$ cat config.mk
export PLATFORM = sky130hd
export DESIGN_NAME = histogram_sequencer_flat
export DESIGN_NICKNAME = d
export VERILOG_FILES = /design/src/rtl/histogram_sequencer_if.sv /design/src/rtl/histogram_sequencer.sv /design/src/flat_wrapper.sv
export SDC_FILE = /design/constraint.sdc
export NUM_CORES = 1
export LEC_CHECK = 0
export ABC_AREA = 1
export CORE_MARGIN = 5
export CORE_UTILIZATION = 54
export DETAILED_ROUTE_END_ITERATION = 10
export PLACE_DENSITY = 0.87
export SETUP_SLACK_MARGIN = 0.2
export SLEW_MARGIN = 20
export SYNTH_ARGS = -nofsm -noshare
export SYNTH_HDL_FRONTEND = slang
export SYNTH_SLANG_ARGS = --single-unit
$ cat constraint.sdc
create_clock -name clk -period 1.7 [get_ports clk]
set_input_delay 0.34 -clock clk [delete_from_list [all_inputs] [get_ports clk]]
set_output_delay 0.34 -clock clk [all_outputs]
set_load 0.005 [all_outputs]
$ cat src/rtl/histogram_sequencer_if.sv
// histogram_sequencer_if
// Bundles the connection between the frame sequencer and the pixel histogram
// block.
//   master (sequencer side): drives histXAddress/histYAddress/histPixelData and
//     the one-cycle commands clearHistogram/startHistogram/stopHistogram/
//     readHistogram; receives histReady and the readback bins
//     xHistogramOut/yHistogramOut with their strobes xValid/yValid.
//   slave (histogram side): the mirror image of master.
interface histogram_sequencer_if;
    logic [7:0] histXAddress;
    logic [7:0] histYAddress;
    logic       histPixelData;
    logic       clearHistogram;
    logic       startHistogram;
    logic       stopHistogram;
    logic       readHistogram;
    logic       histReady;
    logic [7:0] xHistogramOut;
    logic [7:0] yHistogramOut;
    logic       xValid;
    logic       yValid;

    modport master (
        output histXAddress, histYAddress, histPixelData,
        output clearHistogram, startHistogram, stopHistogram, readHistogram,
        input  histReady, xHistogramOut, yHistogramOut, xValid, yValid
    );

    modport slave (
        input  histXAddress, histYAddress, histPixelData,
        input  clearHistogram, startHistogram, stopHistogram, readHistogram,
        output histReady, xHistogramOut, yHistogramOut, xValid, yValid
    );
endinterface

$ cat src/rtl/histogram_sequencer.sv
// histogram_sequencer
// Frame-level controller for the pixel histogram block. A frameStart in IDLE
// clears the histogram, streams one frame of binary pixels into it, stops
// accumulation and reads both projections back while tracking the peak bin of
// each projection.
// Ports:
//   clk, reset          clock (rising edge) and asynchronous active-low reset
//   frameStart          request one frame cycle (honoured only in IDLE)
//   pixelValid/pixelIn  binary pixel stream, with its column pixelX / row pixelY
//   hist                histogram connection (addresses, data, commands, readback)
//   busy                high in every state except IDLE
//   frameDone           one-cycle pulse, peak results valid
//   peakX/peakXCount    index and value of the largest x bin (lowest index on ties)
//   peakY/peakYCount    index and value of the largest y bin (lowest index on ties)
//   error               sticky wait timeout flag, cleared by next accepted frameStart
module histogram_sequencer #(
    parameter int IMWIDTH  = 240,
    parameter int IMHEIGHT = 180,
    parameter int TIMEOUT  = 1023
) (
    input  logic                  clk,
    input  logic                  reset,
    input  logic                  frameStart,
    input  logic                  pixelValid,
    input  logic                  pixelIn,
    input  logic [7:0]            pixelX,
    input  logic [7:0]            pixelY,
    histogram_sequencer_if.master hist,
    output logic                  busy,
    output logic                  frameDone,
    output logic [7:0]            peakX,
    output logic [7:0]            peakY,
    output logic [7:0]            peakXCount,
    output logic [7:0]            peakYCount,
    output logic                  error
);

    typedef enum logic [3:0] {
        IDLE, CLEAR, WAIT_CLEAR, START, STREAM, DRAIN, STOP, READ, WAIT_READ, DONE
    } stateT;

    localparam logic [15:0] LAST_PIXEL = 16'(IMWIDTH * IMHEIGHT - 1);
    localparam logic [7:0]  X_MAX      = 8'(IMWIDTH - 1);
    localparam logic [7:0]  Y_MAX      = 8'(IMHEIGHT - 1);
    // The wait counter starts at 0 on the first wait cycle, so matching
    // TIMEOUT-1 gives up on the TIMEOUT-th cycle spent waiting.
    localparam logic [9:0]  WAIT_LIMIT = 10'(TIMEOUT - 1);

    stateT       state;
    logic [15:0] pixelCount;
    logic [7:0]  xIndex;
    logic [7:0]  yIndex;
    logic [9:0]  waitCount;
    logic        sawLow;

    // Whole controller: state, datapath registers and every output live in one
    // registered block. Command pulses default to 0 and are raised on the
    // transition into the state they belong to, so each lasts one cycle.
    always_ff @(posedge clk or negedge reset) begin
        if (!reset) begin
            state               <= IDLE;
            pixelCount          <= '0;
            xIndex              <= '0;
            yIndex              <= '0;
            waitCount           <= '0;
            sawLow              <= 1'b0;
            hist.histXAddress   <= '0;
            hist.histYAddress   <= '0;
            hist.histPixelData  <= 1'b0;
            hist.clearHistogram <= 1'b0;
            hist.startHistogram <= 1'b0;
            hist.stopHistogram  <= 1'b0;
            hist.readHistogram  <= 1'b0;
            busy                <= 1'b0;
            frameDone           <= 1'b0;
            peakX               <= '0;
            peakY               <= '0;
            peakXCount          <= '0;
            peakYCount          <= '0;
            error               <= 1'b0;
        end else begin
            hist.clearHistogram <= 1'b0;
            hist.startHistogram <= 1'b0;
            hist.stopHistogram  <= 1'b0;
            hist.readHistogram  <= 1'b0;
            frameDone           <= 1'b0;

            case (state)
                IDLE: begin
                    if (frameStart) begin
                        state               <= CLEAR;
                        hist.clearHistogram <= 1'b1;
                        busy                <= 1'b1;
                        error               <= 1'b0;
                        peakX               <= '0;
                        peakY               <= '0;
                        peakXCount          <= '0;
                        peakYCount          <= '0;
                        pixelCount          <= '0;
                        xIndex              <= '0;
                        yIndex              <= '0;
                        waitCount           <= '0;
                        sawLow              <= 1'b0;
                    end
                end

                CLEAR: begin
                    state     <= WAIT_CLEAR;
                    waitCount <= '0;
                    sawLow    <= 1'b0;
                end

                // The clear is finished once histReady has been seen low and
                // then high again.
                WAIT_CLEAR: begin
                    if (!hist.histReady) begin
                        sawLow <= 1'b1;
                    end
                    if (sawLow && hist.histReady) begin
                        state               <= START;
                        hist.startHistogram <= 1'b1;
                    end else if (waitCount == WAIT_LIMIT) begin
                        state <= IDLE;
                        error <= 1'b1;
                        busy  <= 1'b0;
                    end else begin
                        waitCount <= waitCount + 10'd1;
                    end
                end

                START: begin
                    state <= STREAM;
                end

                STREAM: begin
                    hist.histXAddress  <= pixelX;
                    hist.histYAddress  <= pixelY;
                    hist.histPixelData <= pixelIn & pixelValid;
                    if (pixelValid) begin
                        pixelCount <= pixelCount + 16'd1;
                        if (pixelCount == LAST_PIXEL) begin
                            state <= DRAIN;
                        end
                    end
                end

                // The last registered pixel is on the hist outputs during this
                // cycle; zero the data so nothing more gets accumulated.
                DRAIN: begin
                    hist.histPixelData <= 1'b0;
                    hist.stopHistogram <= 1'b1;
                    state              <= STOP;
                end

                STOP: begin
                    hist.readHistogram <= 1'b1;
                    state              <= READ;
                end

                READ: begin
                    xIndex    <= '0;
                    yIndex    <= '0;
                    waitCount <= '0;
                    sawLow    <= 1'b0;
                    state     <= WAIT_READ;
                end

                // Strict greater-than keeps the lowest index on ties; indices
                // saturate so surplus strobes are credited to the last bin.
                WAIT_READ: begin
                    if (hist.xValid) begin
                        if (hist.xHistogramOut > peakXCount) begin
                            peakXCount <= hist.xHistogramOut;
                            peakX      <= xIndex;
                        end
                        if (xIndex != X_MAX) begin
                            xIndex <= xIndex + 8'd1;
                        end
                    end
                    if (hist.yValid) begin
                        if (hist.yHistogramOut > peakYCount) begin
                            peakYCount <= hist.yHistogramOut;
                            peakY      <= yIndex;
                        end
                        if (yIndex != Y_MAX) begin
                            yIndex <= yIndex + 8'd1;
                        end
                    end
                    if (!hist.histReady) begin
                        sawLow <= 1'b1;
                    end
                    if (sawLow && hist.histReady) begin
                        state <= DONE;
                    end else if (waitCount == WAIT_LIMIT) begin
                        state <= IDLE;
                        error <= 1'b1;
                        busy  <= 1'b0;
                    end else begin
                        waitCount <= waitCount + 10'd1;
                    end
                end

                DONE: begin
                    frameDone <= 1'b1;
                    busy      <= 1'b0;
                    state     <= IDLE;
                end

                default: begin
                    state <= IDLE;
                    busy  <= 1'b0;
                end
            endcase
        end
    end

endmodule

$ cat src/flat_wrapper.sv
// flat-port wrapper written by rule: the top's interface ports become plain ports
module histogram_sequencer_flat 
#(
    parameter int IMWIDTH  = 240,
    parameter int IMHEIGHT = 180,
    parameter int TIMEOUT  = 1023
)
  (clk, reset, frameStart, pixelValid, pixelIn, pixelX, pixelY, busy, frameDone, peakX, peakY, peakXCount, peakYCount, error, hist_histXAddress, hist_histYAddress, hist_histPixelData, hist_clearHistogram, hist_startHistogram, hist_stopHistogram, hist_readHistogram, hist_histReady, hist_xHistogramOut, hist_yHistogramOut, hist_xValid, hist_yValid);
  histogram_sequencer_if hist_i ();
  input  logic clk;
  input  logic reset;
  input  logic frameStart;
  input  logic pixelValid;
  input  logic pixelIn;
  input  logic [7:0] pixelX;
  input  logic [7:0] pixelY;
  output logic busy;
  output logic frameDone;
  output logic [7:0] peakX;
  output logic [7:0] peakY;
  output logic [7:0] peakXCount;
  output logic [7:0] peakYCount;
  output logic error;
  output wire logic [$bits(hist_i.histXAddress)-1:0] hist_histXAddress;
  output wire logic [$bits(hist_i.histYAddress)-1:0] hist_histYAddress;
  output wire logic [$bits(hist_i.histPixelData)-1:0] hist_histPixelData;
  output wire logic [$bits(hist_i.clearHistogram)-1:0] hist_clearHistogram;
  output wire logic [$bits(hist_i.startHistogram)-1:0] hist_startHistogram;
  output wire logic [$bits(hist_i.stopHistogram)-1:0] hist_stopHistogram;
  output wire logic [$bits(hist_i.readHistogram)-1:0] hist_readHistogram;
  input wire logic [$bits(hist_i.histReady)-1:0] hist_histReady;
  input wire logic [$bits(hist_i.xHistogramOut)-1:0] hist_xHistogramOut;
  input wire logic [$bits(hist_i.yHistogramOut)-1:0] hist_yHistogramOut;
  input wire logic [$bits(hist_i.xValid)-1:0] hist_xValid;
  input wire logic [$bits(hist_i.yValid)-1:0] hist_yValid;
  assign hist_histXAddress = hist_i.histXAddress;
  assign hist_histYAddress = hist_i.histYAddress;
  assign hist_histPixelData = hist_i.histPixelData;
  assign hist_clearHistogram = hist_i.clearHistogram;
  assign hist_startHistogram = hist_i.startHistogram;
  assign hist_stopHistogram = hist_i.stopHistogram;
  assign hist_readHistogram = hist_i.readHistogram;
  assign hist_i.histReady = hist_histReady;
  assign hist_i.xHistogramOut = hist_xHistogramOut;
  assign hist_i.yHistogramOut = hist_yHistogramOut;
  assign hist_i.xValid = hist_xValid;
  assign hist_i.yValid = hist_yValid;
  histogram_sequencer #(.IMWIDTH(IMWIDTH), .IMHEIGHT(IMHEIGHT), .TIMEOUT(TIMEOUT)) u_core (.clk(clk), .reset(reset), .frameStart(frameStart), .pixelValid(pixelValid), .pixelIn(pixelIn), .pixelX(pixelX), .pixelY(pixelY), .hist(hist_i), .busy(busy), .frameDone(frameDone), .peakX(peakX), .peakY(peakY), .peakXCount(peakXCount), .peakYCount(peakYCount), .error(error));
endmodule
==> results of run 1 <==
timing repair:
| item | 4_1_cts | 5_1_grt |
|---|---|---|
| setup buffers | 19 | 26 |
| pin swaps | 29 | 58 |
| resized for setup | 140 | 205 |
| hold buffers | 1 | 0 |
| setup endpoints to repair | 143 | 99 |
| gates cloned | 1 | 4 |
| endpoints found under the hold margin | 57 | 0 |
power groups by stage:
stage	registers, mW	logic, mW	clock network [mW]
6_report	3.19	6.00	1.75
5_1_grt	3.23	6.36	1.85
4_1_cts	3.06	4.34	1.74
3_5_place_dp	3.11	3.89	0
3_3_place_gp	3.10	3.81	0
2_1_floorplan	3.11	2.19	0
synth_stat cells (all sizes together):
library cell / count / area [um^2]
a21o: 3 / 22.5
a21oi: 15 / 86.3
a31oi: 1 / 6.26
buf: 12 / 108
clkbuf: 7 / 26.3
clkinv: 1 / 3.75
dfrtp: 103 / 2580
ha: 21 / 263
inv: 90 / 340
nand2: 248 / 997
nand3: 56 / 298
nand3b: 1 / 7.51
nand4: 19 / 134
nor2: 90 / 358
nor3: 21 / 116
nor4: 1 / 6.26
o211ai: 2 / 15.0
o21a: 1 / 7.51
o21ai: 35 / 209
o21bai: 1 / 7.51
o22ai: 1 / 6.26
o31ai: 2 / 15.0
xnor2: 1 / 8.76
xor2: 16 / 140
worst max-delay path: cells and delay by family, from the launching register on:
family | cells | cell delay (ps)
buf+inv | 2 | 240
fa+ha+maj | 1 | 300
simple gates | 8 | 760
flops | 1 | 400
layout make-up:
cell class                 instances  area [um^2]  area share, %
multi-input combinational        536         3580           40.6
timing repair buffer             193         1870           21.3
sequential                       103         2590           29.3
clock buffer                      10          128           1.45
tap                              136          170           1.93
clock inverter                     6         91.3           1.04
inverter                          91          383           4.34
kinds of logic (layout without fill, tap and decap cells):
kind of cell | count (synthesis) | after routing | synth area share (%)
DFF | 103 | 103 | 44.8
adders and majority gates | 21 | 21 | 4.56
buffers and inverters | 110 | 300 | 8.30
AOI/OAI and AO/OA | 61 | 61 | 6.52
and+or+nand+nor | 436 | 437 | 33.3
xor gates and xnor gates | 17 | 17 | 2.59
metrics by stage:
| step | setup TNS, ps | setup slack (ps) | hold WS, ps |
|---|---|---|---|
| final | -1520 | -109 | 452 |
| after global routing | -4810 | -191 | 483 |
| after CTS | 0 | 61.4 | 474 |
| after detailed placement | -11560 | -373 | 391 |
| after global placement | -10670 | -326 | 387 |
| after floorplan | 0 | 143 | 44.4 |
placed cells by master, fill, tap and decap left out, types with 4 or more instances in the layout:
cell type / count
nor2_1: 77
clkdlybuf4s50_1: 31
nand3_4: 4
dfrtp_1: 96
ha_1: 9
dfrtp_2: 7
o21ai_2: 12
buf_4: 62
a21oi_2: 4
inv_2: 11
dlymetal6s2s_1: 4
clkbuf_8: 9
o21ai_1: 17
nor2_4: 11
nand3_2: 23
xor2_1: 16
nor3_1: 13
nand2_2: 50
o21ai_0: 4
buf_6: 24
inv_1: 70
nand3_1: 29
nand4_1: 18
nor3_2: 5
buf_12: 8
nand2_1: 164
a21oi_1: 8
nand2_8: 8
dlygate4sd2_1: 54
nand2_4: 27
inv_4: 6
ha_4: 11
routing by layer:
| layer | vias to the layer above | track usage (%) | wire [um] |
|---|---|---|---|
| met2 | 324 | 42.3 | 9860 |
| li1 | 2747 | - | - |
| met5 | - | 0 | 0 |
| met4 | 0 | 5.77 | 749 |
| met1 | 2891 | 31.3 | 7300 |
| met3 | 68 | 3.90 | 1170 |
path summary, 6_finish.rpt:
check | startpoint | endpoint | slack, ps | depth (start not counted)
max | u_core.peakYCount[6] | u_core.peakYCount[2] | -110 | 11
min | hist_yHistogramOut[5] | u_core.peakYCount[5] | 450 | 5
max reg2reg | u_core.peakYCount[6] | u_core.peakYCount[2] | -110 | 11
min reg2reg | u_core.hist.histYAddress[1] | u_core.hist.histYAddress[1] | 490 | 2
max in group asynchronous | reset | u_core.waitCount[5] | 840 | 3
min in group asynchronous | reset | u_core.waitCount[1] | 510 | 3
==> results.md, run 1 <==
- Outcome: finished with violations
- Failing checks: setup timing
- Cts bufs inserted: 9
- Initial antenna violation count: 0
- Max-slew headroom: 73.2%
- First-pass GRT wire length: 25600 um
- Clock Power Share: 16.0%
- Ant diodes: 0
- I/O pins: 96
- Leakage: 4.36 nW
- CTS tree: built
- Final period util: 106%
- Initial Util: 55.5%
- Max stage delay on crit path: 400 ps
- Die Wd: 113 um
- Pwr dens: 1240 nW/um^2
- Final ANT Viol Nets: 0
- Routed vias/inst: 5.61
- WP data required: 1970 ps
- Routed WL: 19100 um
- Count of state elements after synthesis: 103
- CP max stage cell: dfrtp_1
- Final Net Count: 995
- Final Hold Viols: 0
- Root Buffer: clkbuf_8
- Reg clk slew, reported paths: 110 ps
- Syn nets: 809
- Clock Skew: 9.15 ps
- GRT Total Usage: 24.1%
- Area delta synth->final: 53.1%
- Type of the most critical hold path: input port to flop
- Max cap viols: 0
- Die H: 113 um
- DR vias: 6030
- Crit end category: flop
- Gp weighted congestion: 0.897
- Fin. max-slew vios: 0
- Final instance area: 8820 um^2
- Switching Share: 41.8%
- Startpoint types: flop
- Vias in the first global route: 5420
- VDD IR max: 0.000859 V
- Synthesis warning total: 0
- Clock Path Buffers: 2
- Reg power frac: 29.1%
- Residual DRC: 0
- Share of cells above drive strength 1: 33.3%
- Worst slew pin tran: 402 ps
- Final worst slack: -109 ps
- DP HPWL: 9930 um
- Clk_lat worst skew: 380 ps
- Logic pwr share: 54.8%
- Mapped Cells: 748
- Total design power: 10.9 mW
- Internal power: 6.36 mW
- Initial drt markers: 484
- Syn avg cell area: 7.70 um^2
- Netlist cell types: 41
- Critical path class: flop to flop
- WP data arrival: 2080 ps
- DR WL/cell: 17.7 um
- Area after DPL: 7200 um^2
- Pin count of the biggest net entering global routing: 73
- Core Util, Final: 85.0%
- Placed cell count: 1008
- Core ar.: 10400 um^2
- Htree depth: 3
- Final setup fails: 32
- First-pass DRT Iterations: 5
- RSZ-0062 raised after global routing: yes
- Regs by FF count: u_core.pixelCount (16), u_core.waitCount (10)
- Most flops, register: u_core.pixelCount
- Final non-filler cell total: 1075
- Minimum clock period: 1810 ps
- Sink Count: 103
- Remaining global-route overflow: 0
- F_max: 553 MHz
- Final-layout fill cell count: 511
- Register area share after synthesis: 44.8%
- Psw: 4.58 mW
- Worst path cell trace: inv_1 -> ha_1 -> nand2_2 -> nor2_1 -> nor2_1 -> nand2_1 -> nand2_2 -> nand2_8 -> clkbuf_16 -> nand3_1 -> nand2_1
- Row count: 37
- Count of input and output buffers: 95
- Max reg flops: 16
- Crit path max fanout: 6
- Cell Area, Synth: 5760 um^2
- Die area: 12800 um^2
(Power assumes the default switching activity.)
==> run 2, diff against run 1 <==
- CORE_ASPECT_RATIO: unset -> 0.8
==> run 2 against run 1 <==
The run still ends with setup timing left. Hold slack got worse by 29 ps. Cell area increased by 0.61%. Clock-buffer cell count is 1 lower. Via count is 5.7% higher. Cell count up 1.4%. Sequential power down 2%. Clock power is 30% higher. Register-to-register slack lost 40 ps. Wire length increased by 11%. Fmax decreased by 2.0%. Global-route usage is 0.094 points higher. Critical path type unchanged. Largest power group unchanged.
==> results.md, run 2 (synthesis gave the netlist of run 1 again) <==
- CTS tree: built
- Failing checks: setup timing
- Row count: 33
- Clock Skew: 11.9 ps
- Psw: 4.72 mW
- Share of cells above drive strength 1: 32.1%
- Type of the most critical hold path: input port to asynchronous set/reset pin
- Residual DRC: 0
- Clock Power Share: 19.6%
- R2R Path End: u_core.peakX[6]
- Routed WL: 21200 um
- Clk_lat worst skew: 360 ps
- DP HPWL: 9740 um
- Area delta synth->final: 54.0%
- First-pass GRT wire length: 25700 um
- R2r startpoint: u_core.state[2]
- Worst slew pin tran: 380 ps
- First-pass DRT Iterations: 6
- Critical path class: flop to flop
- Routed vias/inst: 5.84
- Most frequent cells in the layout: nand2_1 (181), dfrtp_1 (100), nor2_1 (75)
- Crit path max fanout: 6
- Count of input and output buffers: 95
- Clock Path Buffers: 2
- Max stage delay on crit path: 450 ps
- DR vias: 6371
- Initial antenna violation count: 0
- Gp weighted congestion: 0.883
- Die Wd: 125 um
- Die area: 12800 um^2
- WP data arrival: 2080 ps
- Initial Util: 55.8%
- Top cell by count, worst path: buf_6
- Ant diodes: 0
- Regs by FF count: u_core.pixelCount (16), u_core.waitCount (10)
- RSZ-0062 raised after global routing: yes
- Die H: 102 um
- Setup TNS: -5340 ps
- Internal power: 6.90 mW
- DR WL/cell: 19.5 um
- Core Util, Final: 85.9%
- Minimum clock period: 1850 ps
- Root Buffer: clkbuf_16
- Most common cell after layout, fill and taps aside: nand2_1
- Final Hold Viols: 0
- Crit path buf inv count: 5
- Remaining global-route overflow: 0
- Final worst slack: -146 ps
- Startpoint types: flop
- Initial drt markers: 614
- Logic pwr share: 53.5%
- Max reg flops: 16
- Final period util: 109%
- Max-slew headroom: 74.5%
- Fin. max-slew vios: 0
- WP data required: 1930 ps
- Sink Count: 103
- Final ANT Viol Nets: 0
- Outcome: finished with violations
- CP top delay family: buffers and inverters
- Crit end category: flop
- I/O pins: 96
- Pin count of the biggest net entering global routing: 44
- Reg power frac: 26.8%
- GRT Total Usage: 24.2%
- R2r setup slk: -150 ps
- Pwr dens: 1310 nW/um^2
- F_max: 542 MHz
- Core ar.: 10300 um^2
- Htree depth: 3
- R2r worst-path depth: 10
- Final setup fails: 59
- Max cap viols: 0
- Final Net Count: 1006
- Switching Share: 40.6%
- CP max stage cell: dfrtp_1
- Leakage: 4.34 nW
- Final-layout fill cell count: 500
- Vias in the first global route: 5497
- Reg clk slew, reported paths: 80 ps
- Cts bufs inserted: 9
- Most flops, register: u_core.pixelCount
- VDD IR max: 0.000976 V
- Worst path cell trace: buf_6 -> inv_6 -> nand3_4 -> buf_8 -> o21ai_4 -> a21oi_4 -> buf_12 -> buf_6 -> nand3_2 -> nand2_1
## run 2: cell count changes in the layout (fill, tap and decap cells not counted), moves of 5 or more
cell / change
ha_1: +6
clkbuf_8: -9
nand2_1: +17
nand2_4: -14
clkbuf_16: +8
ha_4: -5
nand3_1: -7
nand3_2: +7
dlygate4sd2_1: +9
buf_6: +7
## run 2: how the worst max path moves through the flow
stage | startpoint | endpoint | depth (start not counted)
final | u_core.state[2] | u_core.peakX[6] | 10
after global routing | u_core.peakXCount[5] | u_core.peakX[6] | 11
after CTS | u_core.peakXCount[7] | u_core.peakXCount[6] | 10
after detailed placement | hist_yHistogramOut[3] | u_core.peakYCount[2] | 13
after global placement | hist_xHistogramOut[7] | u_core.peakXCount[1] | 10
after floorplan | u_core.peakXCount[3] | u_core.peakXCount[6] | 14
## run 2: what timing repair did
action	4_1_cts	5_1_grt
setup buffers	23	24
endpoints found under the hold margin	21	0
pin swaps	49	41
endpoints found under the setup margin	148	95
hold buffers	1	0
gates cloned	3	4
resized for setup	164	151
## run 2: metal layers
layer / vias to the layer above / track usage [%] / wire length (um)
li1: 2789 / - / -
met1: 3038 / 30.5 / 7880
met2: 429 / 43.3 / 10500
met3: 115 / 4.75 / 1630
met4: 0 / 6.08 / 1200
met5: - / 0 / 0
## run 2: through the flow
stage	hold WS, ps	cells	power [mW]	area (um^2)	worst slack [ps]
finish	423	1090	11.6	8870	-146
floorplan	44.4	748	5.30	5790	143
global route	483	1090	12.1	8870	-230
detailed placement	258	1019	6.94	7220	-374
CTS	434	1062	9.76	8120	58.8
global placement	260	1019	6.87	7220	-326
## run 2: power groups by stage
stage,sequential [mW],clock (mW),combinational [mW]
after global placement,3.11,0,3.76
final,3.12,2.28,6.22
after global routing,3.15,2.37,6.55
after CTS,3.07,2.24,4.45
after detailed placement,3.12,0,3.82
after floorplan,3.11,0,2.19
## run 2: final cells by class
cell class / count / area (um^2) / share of cell area [%]
well taps: 140 / 175 / 1.97
clock buffers: 9 / 225 / 2.54
multi-input cells: 538 / 3460 / 39.1
flip-flops and latches: 103 / 2580 / 29.1
inverters: 91 / 384 / 4.33
repair buffers: 202 / 1940 / 21.9
clock inverters: 7 / 97.6 / 1.10
## run 2: worst reg2reg max path: stages (launching register included)
cell,delay [ps]
dfrtp_1,450
buf_6,170
inv_6,70
nand3_4,130
buf_8,190
o21ai_4,220
a21oi_4,60
buf_12,150
buf_6,140
nand3_2,60
nand2_1,90
